===== src/rtl/alu_pkg.sv =====
// Shared opcode encodings and the status-flag bundle for the pipelined ALU.
package alu_pkg;

  typedef enum logic [2:0] {
    OP_ADD = 3'b000,
    OP_SUB = 3'b001,
    OP_AND = 3'b010,
    OP_OR  = 3'b011,
    OP_NOT = 3'b100,
    OP_XOR = 3'b101,
    OP_SHL = 3'b110,
    OP_SHR = 3'b111
  } alu_op_e;

  typedef struct packed {
    logic carry;  // carry-out / borrow / last bit shifted out
    logic zero;   // result == 0
    logic neg;    // result MSB
    logic ovf;    // signed overflow (ADD/SUB only)
  } alu_flags_t;

endpackage


===== src/rtl/alu_core.sv =====
// Purely combinational WIDTH-bit ALU datapath.
// Ports:
//   a, b    operands; the low SHW bits of b are the shift amount
//   op      operation select
//   result  WIDTH-bit result, modulo 2^WIDTH
//   flags   carry / zero / neg / ovf for the result
module alu_core
  import alu_pkg::*;
#(
  parameter int WIDTH = 8
) (
  input  logic [WIDTH-1:0] a,
  input  logic [WIDTH-1:0] b,
  input  alu_op_e          op,
  output logic [WIDTH-1:0] result,
  output alu_flags_t       flags
);

  localparam int SHW = (WIDTH > 1) ? $clog2(WIDTH) : 1;

  logic [SHW-1:0] shamt;
  logic [WIDTH:0] sum_w;
  logic [WIDTH:0] diff_w;
  logic [WIDTH:0] shl_w;
  logic [WIDTH:0] shr_w;
  logic           sh_oor;
  logic           carry;
  logic           ovf;

  assign shamt  = b[SHW-1:0];
  assign sum_w  = {1'b0, a} + {1'b0, b};
  // MSB of the widened difference is 1 exactly when a < b unsigned.
  assign diff_w = {1'b0, a} - {1'b0, b};
  // One extra bit on the outgoing side captures the last bit shifted out;
  // a zero shift leaves that bit at 0.
  assign shl_w  = {1'b0, a} << shamt;
  assign shr_w  = {a, 1'b0} >> shamt;
  // Only reachable when WIDTH is not a power of two.
  assign sh_oor = ({{(32-SHW){1'b0}}, shamt} >= 32'(WIDTH));

  always_comb begin
    result = '0;
    carry  = 1'b0;
    ovf    = 1'b0;
    case (op)
      OP_ADD: begin
        {carry, result} = sum_w;
        ovf = (a[WIDTH-1] == b[WIDTH-1]) && (result[WIDTH-1] != a[WIDTH-1]);
      end
      OP_SUB: begin
        {carry, result} = diff_w;
        ovf = (a[WIDTH-1] != b[WIDTH-1]) && (result[WIDTH-1] != a[WIDTH-1]);
      end
      OP_AND: result = a & b;
      OP_OR:  result = a | b;
      OP_NOT: result = ~a;
      OP_XOR: result = a ^ b;
      OP_SHL: if (!sh_oor) {carry, result} = shl_w;
      OP_SHR: if (!sh_oor) {result, carry} = shr_w;
      default: result = '0;
    endcase
  end

  assign flags = '{carry: carry, zero: (result == '0), neg: result[WIDTH-1], ovf: ovf};

endmodule


===== src/rtl/pipelined_alu.sv =====
// Two-stage pipelined ALU with valid/ready on both sides and an accumulator.
// Ports:
//   clk, rst_n             clock (rising edge), asynchronous active-low reset
//   in_valid/in_ready      request handshake; in_a, in_b, in_op, in_acc payload
//   acc_clr                synchronous accumulator clear
//   out_valid/out_ready    result handshake; out_result + out_carry/zero/neg/ovf
//   acc_out                current accumulator value
module pipelined_alu
  import alu_pkg::*;
#(
  parameter int WIDTH = 8
) (
  input  logic             clk,
  input  logic             rst_n,
  input  logic             in_valid,
  output logic             in_ready,
  input  logic [WIDTH-1:0] in_a,
  input  logic [WIDTH-1:0] in_b,
  input  logic [2:0]       in_op,
  input  logic             in_acc,
  input  logic             acc_clr,
  output logic             out_valid,
  input  logic             out_ready,
  output logic [WIDTH-1:0] out_result,
  output logic             out_carry,
  output logic             out_zero,
  output logic             out_neg,
  output logic             out_ovf,
  output logic [WIDTH-1:0] acc_out
);

  logic             s1_valid;
  logic [WIDTH-1:0] s1_a;
  logic [WIDTH-1:0] s1_b;
  alu_op_e          s1_op;
  logic             s1_acc;
  logic [WIDTH-1:0] acc;

  logic             s2_load;
  logic             s1_adv;
  logic             accept;
  logic [WIDTH-1:0] alu_a;
  logic [WIDTH-1:0] alu_res;
  alu_flags_t       alu_flags;

  assign s2_load  = !out_valid || out_ready;
  assign s1_adv   = s1_valid && s2_load;
  assign in_ready = !s1_valid || s2_load;
  assign accept   = in_valid && in_ready;
  // The accumulator is read when the op leaves stage 1, not when it is
  // accepted, so back-to-back accumulate ops see each other's results.
  assign alu_a    = s1_acc ? acc : s1_a;
  assign acc_out  = acc;

  alu_core #(.WIDTH(WIDTH)) u_core (
    .a      (alu_a),
    .b      (s1_b),
    .op     (s1_op),
    .result (alu_res),
    .flags  (alu_flags)
  );

  always_ff @(posedge clk or negedge rst_n) begin
    if (!rst_n) begin
      s1_valid <= 1'b0;
      s1_a     <= '0;
      s1_b     <= '0;
      s1_op    <= OP_ADD;
      s1_acc   <= 1'b0;
    end else if (accept) begin
      s1_valid <= 1'b1;
      s1_a     <= in_a;
      s1_b     <= in_b;
      s1_op    <= alu_op_e'(in_op);
      s1_acc   <= in_acc;
    end else if (s1_adv) begin
      s1_valid <= 1'b0;
    end
  end

  always_ff @(posedge clk or negedge rst_n) begin
    if (!rst_n) begin
      out_valid  <= 1'b0;
      out_result <= '0;
      out_carry  <= 1'b0;
      out_zero   <= 1'b0;
      out_neg    <= 1'b0;
      out_ovf    <= 1'b0;
    end else if (s2_load) begin
      out_valid <= s1_valid;
      if (s1_valid) begin
        out_result <= alu_res;
        out_carry  <= alu_flags.carry;
        out_zero   <= alu_flags.zero;
        out_neg    <= alu_flags.neg;
        out_ovf    <= alu_flags.ovf;
      end
    end
  end

  always_ff @(posedge clk or negedge rst_n) begin
    if (!rst_n) begin
      acc <= '0;
    end else if (acc_clr) begin
      acc <= '0;
    end else if (s1_adv && s1_acc) begin
      acc <= alu_res;
    end
  end

endmodule


===== config.mk =====
export PLATFORM = sky130hd
export DESIGN_NAME = pipelined_alu
export DESIGN_NICKNAME = d
export VERILOG_FILES = /design/src/rtl/alu_pkg.sv /design/src/rtl/alu_core.sv /design/src/rtl/pipelined_alu.sv
export SDC_FILE = /design/constraint.sdc
export NUM_CORES = 1
export LEC_CHECK = 0
export ABC_AREA = 1
export CORE_ASPECT_RATIO = 0.9
export CORE_MARGIN = 5
export CORE_UTILIZATION = 30
export DETAILED_ROUTE_END_ITERATION = 10
export GPL_TIMING_DRIVEN = 0
export SKIP_LAST_GASP = 1
export SYNTH_ARGS = -nofsm -noshare
export SYNTH_HDL_FRONTEND = slang
export SYNTH_SLANG_ARGS = --single-unit

===== constraint.sdc =====
create_clock -name clk -period 3.79 [get_ports clk]
set_input_delay 0.379 -clock clk [delete_from_list [all_inputs] [get_ports clk]]
set_output_delay 0.379 -clock clk [all_outputs]
set_load 0.005 [all_outputs]

; ---- Word level (Yosys, flattened, before mapping)
; Index checks and enable logic that the tools add are counted.
[totals]
elab_cells = 53
input_bits = 25
regBits = 42
[op_classes]
mux = 8
addsub = 2
n_bitwise = 4
shift = 2
reduce_logical = 14
eq_ne = 11
[op_table]
columns = operator, count
row1 = 8-bit case mux with 8 select lines, 1
row2 = 8-bit two-way mux, 3
row3 = 3-bit equality test (second input constant), 4
row4 = 8-bit by 8-bit adder with 9-bit output, 1
row5 = 8-bit by 3-bit left shift with 9-bit output, 1
row6 = 9-bit by 3-bit right shift with 9-bit output, 1
row7 = 8-bit by 8-bit subtractor with 9-bit output, 1
row8 = 8-bit bitwise AND, 1
row9 = 8-bit logical NOT, 1
row10 = 8-bit inverter, 1
row11 = 8-bit bitwise OR, 1
row12 = 8-bit XOR, 1
row13 = 3-bit by 2-bit equality test with 1-bit output (second input constant), 2
row14 = 1-bit logical AND, 5
row15 = 1-bit case mux with 4 select lines, 1
row16 = 2-bit nonzero test, 2
row17 = 3-bit by 1-bit equality test with 1-bit output (second input constant), 1
row18 = 3-bit logical NOT, 1
row19 = 1-bit != test, 3
row20 = 1-bit logical NOT, 2
row21 = 1-bit logical OR, 2
row22 = 1-bit two-way mux, 2
row23 = 1-bit case mux with 2 select lines, 1
row24 = 2-bit AND reduction, 1
row25 = 1-bit equality test, 1

; ---- Logic depth before layout (Yosys ltp)
[depth]
depth_word = 6
mapped_depth = 19
mapped_depth_nobuf = 19

; ---- By module
; Synthesis repeated with hierarchy kept, for this count alone.
[unflattened]
hier_cells = 605
hier_area_um2 = 3824.9
[by_module_without_submodules]
columns = module, cells_per_inst, instances, area_each_um2
row1 = alu_core, 396, 1, 2052.0
row2 = pipelined_alu, 209, 1, 1773.0

; ---- Worst setup path before layout
; Ideal clock, no wire load.
[synth_path]
path_kind = register to register
startpoint = reg s1_acc
endpoint = reg out_zero
arrival_ns = 2.181
path_stages_with_launch = 18
setup_slack_ns = 1.492
t_required_ns = 3.673
path_buffers = 1
setup_ns = 0.117
path_cell_list = dfrtp_1 > buf_6 > nand2_1 > nand2_2 > inv_1 > ha_1 > inv_1 > fa_1 > inv_1 > nand4_1 > o211ai_1 > nand2_1 > nand3_1 > nand2_1 > nand2_1 > nor2_1 > nand3_1 > nand2_1
[synth_via]
elab_chain_cells = 4
[synth_lines]
columns = element, line
row1 = start: declaration, pipelined_alu.sv:36  ; logic s1_acc;
row2 = start signal: assignment, pipelined_alu.sv:75  ; s1_acc <= in_acc;
row3 = 8-bit two-way mux *, pipelined_alu.sv:52  ; assign alu_a = s1_acc ? acc : s1_a;
row4 = 8-bit by 8-bit subtractor with 9-bit output (tied with other cells), alu_core.sv:33  ; assign diff_w = {1'b0, a} - {1'b0, b};
row5 = 8-bit case mux with 8 select lines *, alu_core.sv:45  ; case (op)
row6 = 8-bit logical NOT *, alu_core.sv:64  ; assign flags = '{carry: carry, zero: (result == '0), neg: result[WIDTH-1], ovf: ovf};
row7 = end signal: assignment, pipelined_alu.sv:94  ; out_zero <= alu_flags.zero;
row8 = end: declaration, pipelined_alu.sv:26  ; output logic out_zero,
; Mark *: on every way between the ends. The rest lies on a longest branch, timed or not.
; A chain may end at the register's enable or synchronous reset.

; ---- Worst setup path after layout
; Same ends and word-level chain as after synthesis.

==> flow_summary.html <==
<table>
<tr><th>Metric</th><th>Value</th></tr>
<tr><th colspan="2">Yosys</th></tr>
<tr><td>Synthesized instance count</td><td>between 500 and 600</td></tr>
<tr><td>Number of enable-type register cells in the synthesized netlist</td><td>0</td></tr>
<tr><td>Share of the synthesized area in the top cell type</td><td>0.273</td></tr>
<tr><td>Synth area leader</td><td>dfrtp_1</td></tr>
<tr><td>Number of synthesized register bits</td><td>41</td></tr>
<tr><td>Net count after synthesis</td><td>627</td></tr>
<tr><td>Cell area after synthesis</td><td>3750 sq um</td></tr>
<tr><td>Most instantiated flip-flop cell in the synthesis netlist</td><td>dfrtp_1</td></tr>
<tr><td>Post-synthesis cell type count</td><td>38</td></tr>
<tr><td>Post-Synthesis Mean Instance Area</td><td>around 6.6 sq um</td></tr>
<tr><td>Async set-reset flop share out of synthesis</td><td>1.00</td></tr>
<tr><td>Leading cell types by total area after synthesis</td><td>dfrtp_1 (27%), nand2_1 (14%), nand3_1 (12%)</td></tr>
<tr><td>Count of synthesis-stage warnings from yosys</td><td>0</td></tr>
<tr><td>Post-synthesis sequential area ratio</td><td>0.273</td></tr>
<tr><th colspan="2">Drt</th></tr>
<tr><td>Pre-antenna DRT Iters</td><td>6</td></tr>
<tr><td>Total via count after detailed routing</td><td>between 3,000 and 4,000</td></tr>
<tr><td>DR DRC count</td><td>0</td></tr>
<tr><td>Detailed-route wire length per cell</td><td>16.6 um</td></tr>
<tr><td>Total wire length</td><td>between 10,000 and 15,000 um</td></tr>
<tr><td>Count of routing violations after the opening detailed-route iteration</td><td>~540</td></tr>
<tr><td>Via-per-instance ratio</td><td>just over 5</td></tr>
<tr><td>Post-detailed-route count of antenna-violating nets</td><td>0</td></tr>
<tr><th colspan="2">STA</th></tr>
<tr><td>Final count of hold timing violations</td><td>0</td></tr>
<tr><td>Final Critical Period</td><td>between 2000 and 3000 ps</td></tr>
<tr><td>Final setup viols</td><td>0</td></tr>
<tr><td>Relative slew margins</td><td>0.331</td></tr>
<tr><td>Setup repair after global routing missed its margin</td><td>false</td></tr>
<tr><td>Max Fclk</td><td>around 350 MHz</td></tr>
<tr><td>Max-slew violation count</td><td>0</td></tr>
<tr><td>Worst Skew</td><td>5.75 ps</td></tr>
<tr><td>TNS Setup</td><td>0 ps</td></tr>
<tr><td>Post-route fraction of the period consumed by the critical path</td><td>0.763</td></tr>
<tr><td>Final setup slack of the worst path</td><td>about 900 ps</td></tr>
<tr><td>Transition time at the pin with the least slew margin</td><td>about 990 ps</td></tr>
<tr><th colspan="2">Cells and area</th></tr>
<tr><td>Most frequent cells in the layout</td><td>nand2_1 (135), nand3_1 (93), nor2_1 (71)</td></tr>
<tr><td>Antenna cell count</td><td>0</td></tr>
<tr><td>Most frequent standard cell in the layout excluding fill and tap cells</td><td>nand2_1</td></tr>
<tr><td>Area growth, synth to finish</td><td>22.3%</td></tr>
<tr><td>Final cell count without fillers</td><td>about 780</td></tr>
<tr><td>Layout cell share with drive strength beyond 1</td><td>0.0741</td></tr>
<tr><td>Total Nets Final</td><td>682</td></tr>
<tr><th colspan="2">Floorplan</th></tr>
<tr><td>Floorplan row count</td><td>38</td></tr>
<tr><td>Number of placed I/O pins</td><td>47</td></tr>
<tr><td>Area enclosed by the die boundary</td><td>roughly 15,000 sq um</td></tr>
<tr><td>Starting utilization of the core area</td><td>0.308</td></tr>
<tr><td>Die span in x</td><td>roughly 130 um</td></tr>
<tr><td>CORE AREA</td><td>about 12,000 sq um</td></tr>
<tr><td>Die height</td><td>116 um</td></tr>
<tr><th colspan="2">Clock network</th></tr>
<tr><td>Number of buffers between clock root and the deepest sink</td><td>2</td></tr>
<tr><td>Hold-fix buffer count after cts</td><td>1</td></tr>
<tr><td>CTS clock-pin slew for the worst setup and hold paths</td><td>60 ps</td></tr>
<tr><td>TritonCTS buffer count</td><td>5</td></tr>
<tr><td>Number of setup buffers added after CTS</td><td>0</td></tr>
<tr><td>Post-CTS sizing</td><td>0</td></tr>
<tr><td>CTS sink cnt</td><td>between 40 and 50</td></tr>
<tr><td>CTS Root Buffer Type</td><td>clkbuf_16</td></tr>
<tr><td>TritonCTS clock tree</td><td>yes</td></tr>
<tr><td>Insertion delay of the later-clocked pin in the worst-skew pair</td><td>between 200 and 300 ps</td></tr>
<tr><td>H-tree lvl count</td><td>2</td></tr>
<tr><th colspan="2">Power and ir drop</th></tr>
<tr><td>Worst vdd rail ir drop</td><td>192 uV</td></tr>
<tr><td>Total power after layout</td><td>2410 uW</td></tr>
<tr><td>Power density over the cells</td><td>approximately 520 nW/um^2</td></tr>
<tr><td>Leakage power</td><td>0.00229 uW</td></tr>
<tr><th colspan="2">Job</th></tr>
<tr><td>Max-capacitance violation count</td><td>0</td></tr>
<tr><th colspan="2">Place</th></tr>
<tr><td>Number of input and output port buffers inserted</td><td>46</td></tr>
<tr><td>Post-detailed-placement half-perimeter wirelength</td><td>10,400 um</td></tr>
<tr><td>Minimum setup slack after placement</td><td>968 ps</td></tr>
<tr><td>Cells after DPL</td><td>between 700 and 800</td></tr>
<tr><td>Final weighted congestion in routability-driven placement</td><td>approximately 0.94</td></tr>
<tr><th colspan="2">Global route</th></tr>
<tr><td>Number of global-route vias before repair</td><td>3,719</td></tr>
<tr><td>Total global routing track utilization</td><td>0.177</td></tr>
<tr><td>Leftover overflow at the end of global routing</td><td>0</td></tr>
<tr><td>Initial antenna violation count</td><td>0</td></tr>
<tr><td>First-pass GRT wire length</td><td>between 20,000 and 25,000 um</td></tr>
<tr><td>Largest net degree at the start of global routing</td><td>between 40 and 50</td></tr>
<tr><th colspan="2">Setup path</th></tr>
<tr><td>Crit path DAT</td><td>about 3000 ps</td></tr>
<tr><td>Critical path class</td><td>flip-flop to flip-flop</td></tr>
<tr><td>Critical path startpoint category</td><td>flip-flop</td></tr>
<tr><td>Reg-to-reg slack, setup</td><td>approximately 900 ps</td></tr>
<tr><td>Worst Reg2Reg Path Length in Cells</td><td>17</td></tr>
<tr><td>Required time reported for the critical path endpoint</td><td>roughly 4000 ps</td></tr>
<tr><td>CP endpoint kind</td><td>flip-flop</td></tr>
<tr><td>Critical path peak fanout</td><td>10</td></tr>
<tr><td>Worst reg2reg path startpoint</td><td>s1_acc</td></tr>
<tr><td>RR Endpoint</td><td>out_zero</td></tr>
<tr><th colspan="2">Outcome</th></tr>
<tr><td>Status</td><td>complete, no violations</td></tr>
<tr><th colspan="2">Min path</th></tr>
<tr><td>Worst min-delay path class</td><td>primary input to async pin</td></tr>
</table>
[kinds of logic after synthesis]
| family | after synthesis | share of synthesized area |
|---|---|---|
| xor gates and xnor gates | 4 | 0.00934 |
| muxes | 2 | 0.00600 |
| adders and majority gates | 37 | 0.127 |
| DFF | 41 | 0.273 |
| and+or+nand+nor | 327 | 0.384 |
| AOI/OAI and AO/OA | 63 | 0.0933 |
| buffers and inverters | 91 | 0.107 |
[registers in the layout, summed over array words and instances, names as in the netlist, 3 cells and up]
signal,cells
s1_b,8
acc_out,8
out_result,8
s1_op,3
s1_a,8
[worst max path at each step]
| stage | startpoint | endpoint | slack (ps) | cells past startpoint |
|---|---|---|---|---|
| after floorplan | s1_acc | out_zero | 1490 | 17 |
| after global placement | s1_acc | out_carry | 980 | 18 |
| after detailed placement | s1_acc | out_zero | 970 | 17 |
| after CTS | s1_acc | out_zero | 930 | 17 |
| after global routing | s1_acc | out_carry | 670 | 18 |
| final | s1_acc | out_zero | 900 | 17 |
[layer usage]
metal  wire (um)  up-vias  GRT usage  share of wire
met5           0        -          0              0
met4         292        0     0.0424          0.023
met3         949       24     0.0293          0.073
met2        5680      187      0.273           0.44
met1        6030     1795      0.258           0.47
li1            -     1935          -              -
[power by group]
part | switching, uW | total, uW | internal (uW) | leakage [uW]
registers | 71.8 | 605 | 533 | 0.000492
logic | 853 | 1360 | 503 | 0.00172
clock network | 186 | 448 | 262 | 0.0000768
[critical path: stages (launching register included)]
cell and delay [ps]:
dfrtp_1 460, buf_6 180, nand2_1 130, nand2_2 100, inv_1 90, ha_1 310, inv_1 90, fa_1 390
inv_1 100, nand4_1 130, o211ai_1 140, nand2_1 80, nand3_1 130, nand2_1 100, nand2_1 110, nor2_1 70
nand3_1 90, nand2_1 50
[cell usage after synthesis, types with 2 or more instances]
library cell  number
nor2_2             4
nand3b_1           3
buf_2              2
dfrtp_1           41
nor3_1             2
clkbuf_1           6
nand4_1            8
ha_1              35
fa_1               2
mux2_2             2
o21ai_2            3
nor2_1            71
xor2_1             3
o21ai_0           23
o211ai_1           2
buf_4              2
nand2_2            5
a31oi_1            3
inv_1             69
buf_6              2
nand3_2            2
a21oi_1           27
clkbuf_8           3
inv_2              5
nand2_1          135
nand3_1           93
[per-stage QoR]
| stage | utilization | hold WS, ps | instance area [sq um] |
|---|---|---|---|
| floorplan | - | 83.4 | 3750 |
| global placement | 0.363 | 467 | 4410 |
| detailed placement | 0.364 | 186 | 4430 |
| CTS | 0.377 | 421 | 4590 |
| global route | 0.377 | 436 | 4590 |
| finish | 0.377 | 416 | 4590 |
[area by class of cell]
class	instances	area, sq um
Clock buffer	6	139
Sequential cell	41	1030
Tap cell	160	200
Timing Repair Buffer	48	485
Multi-Input combinational cell	433	2330
Clock inverter	2	13.8
Fill cell	1369	7580
Buffer	15	111
Inverter	76	290
(Power assumes the default switching activity.)
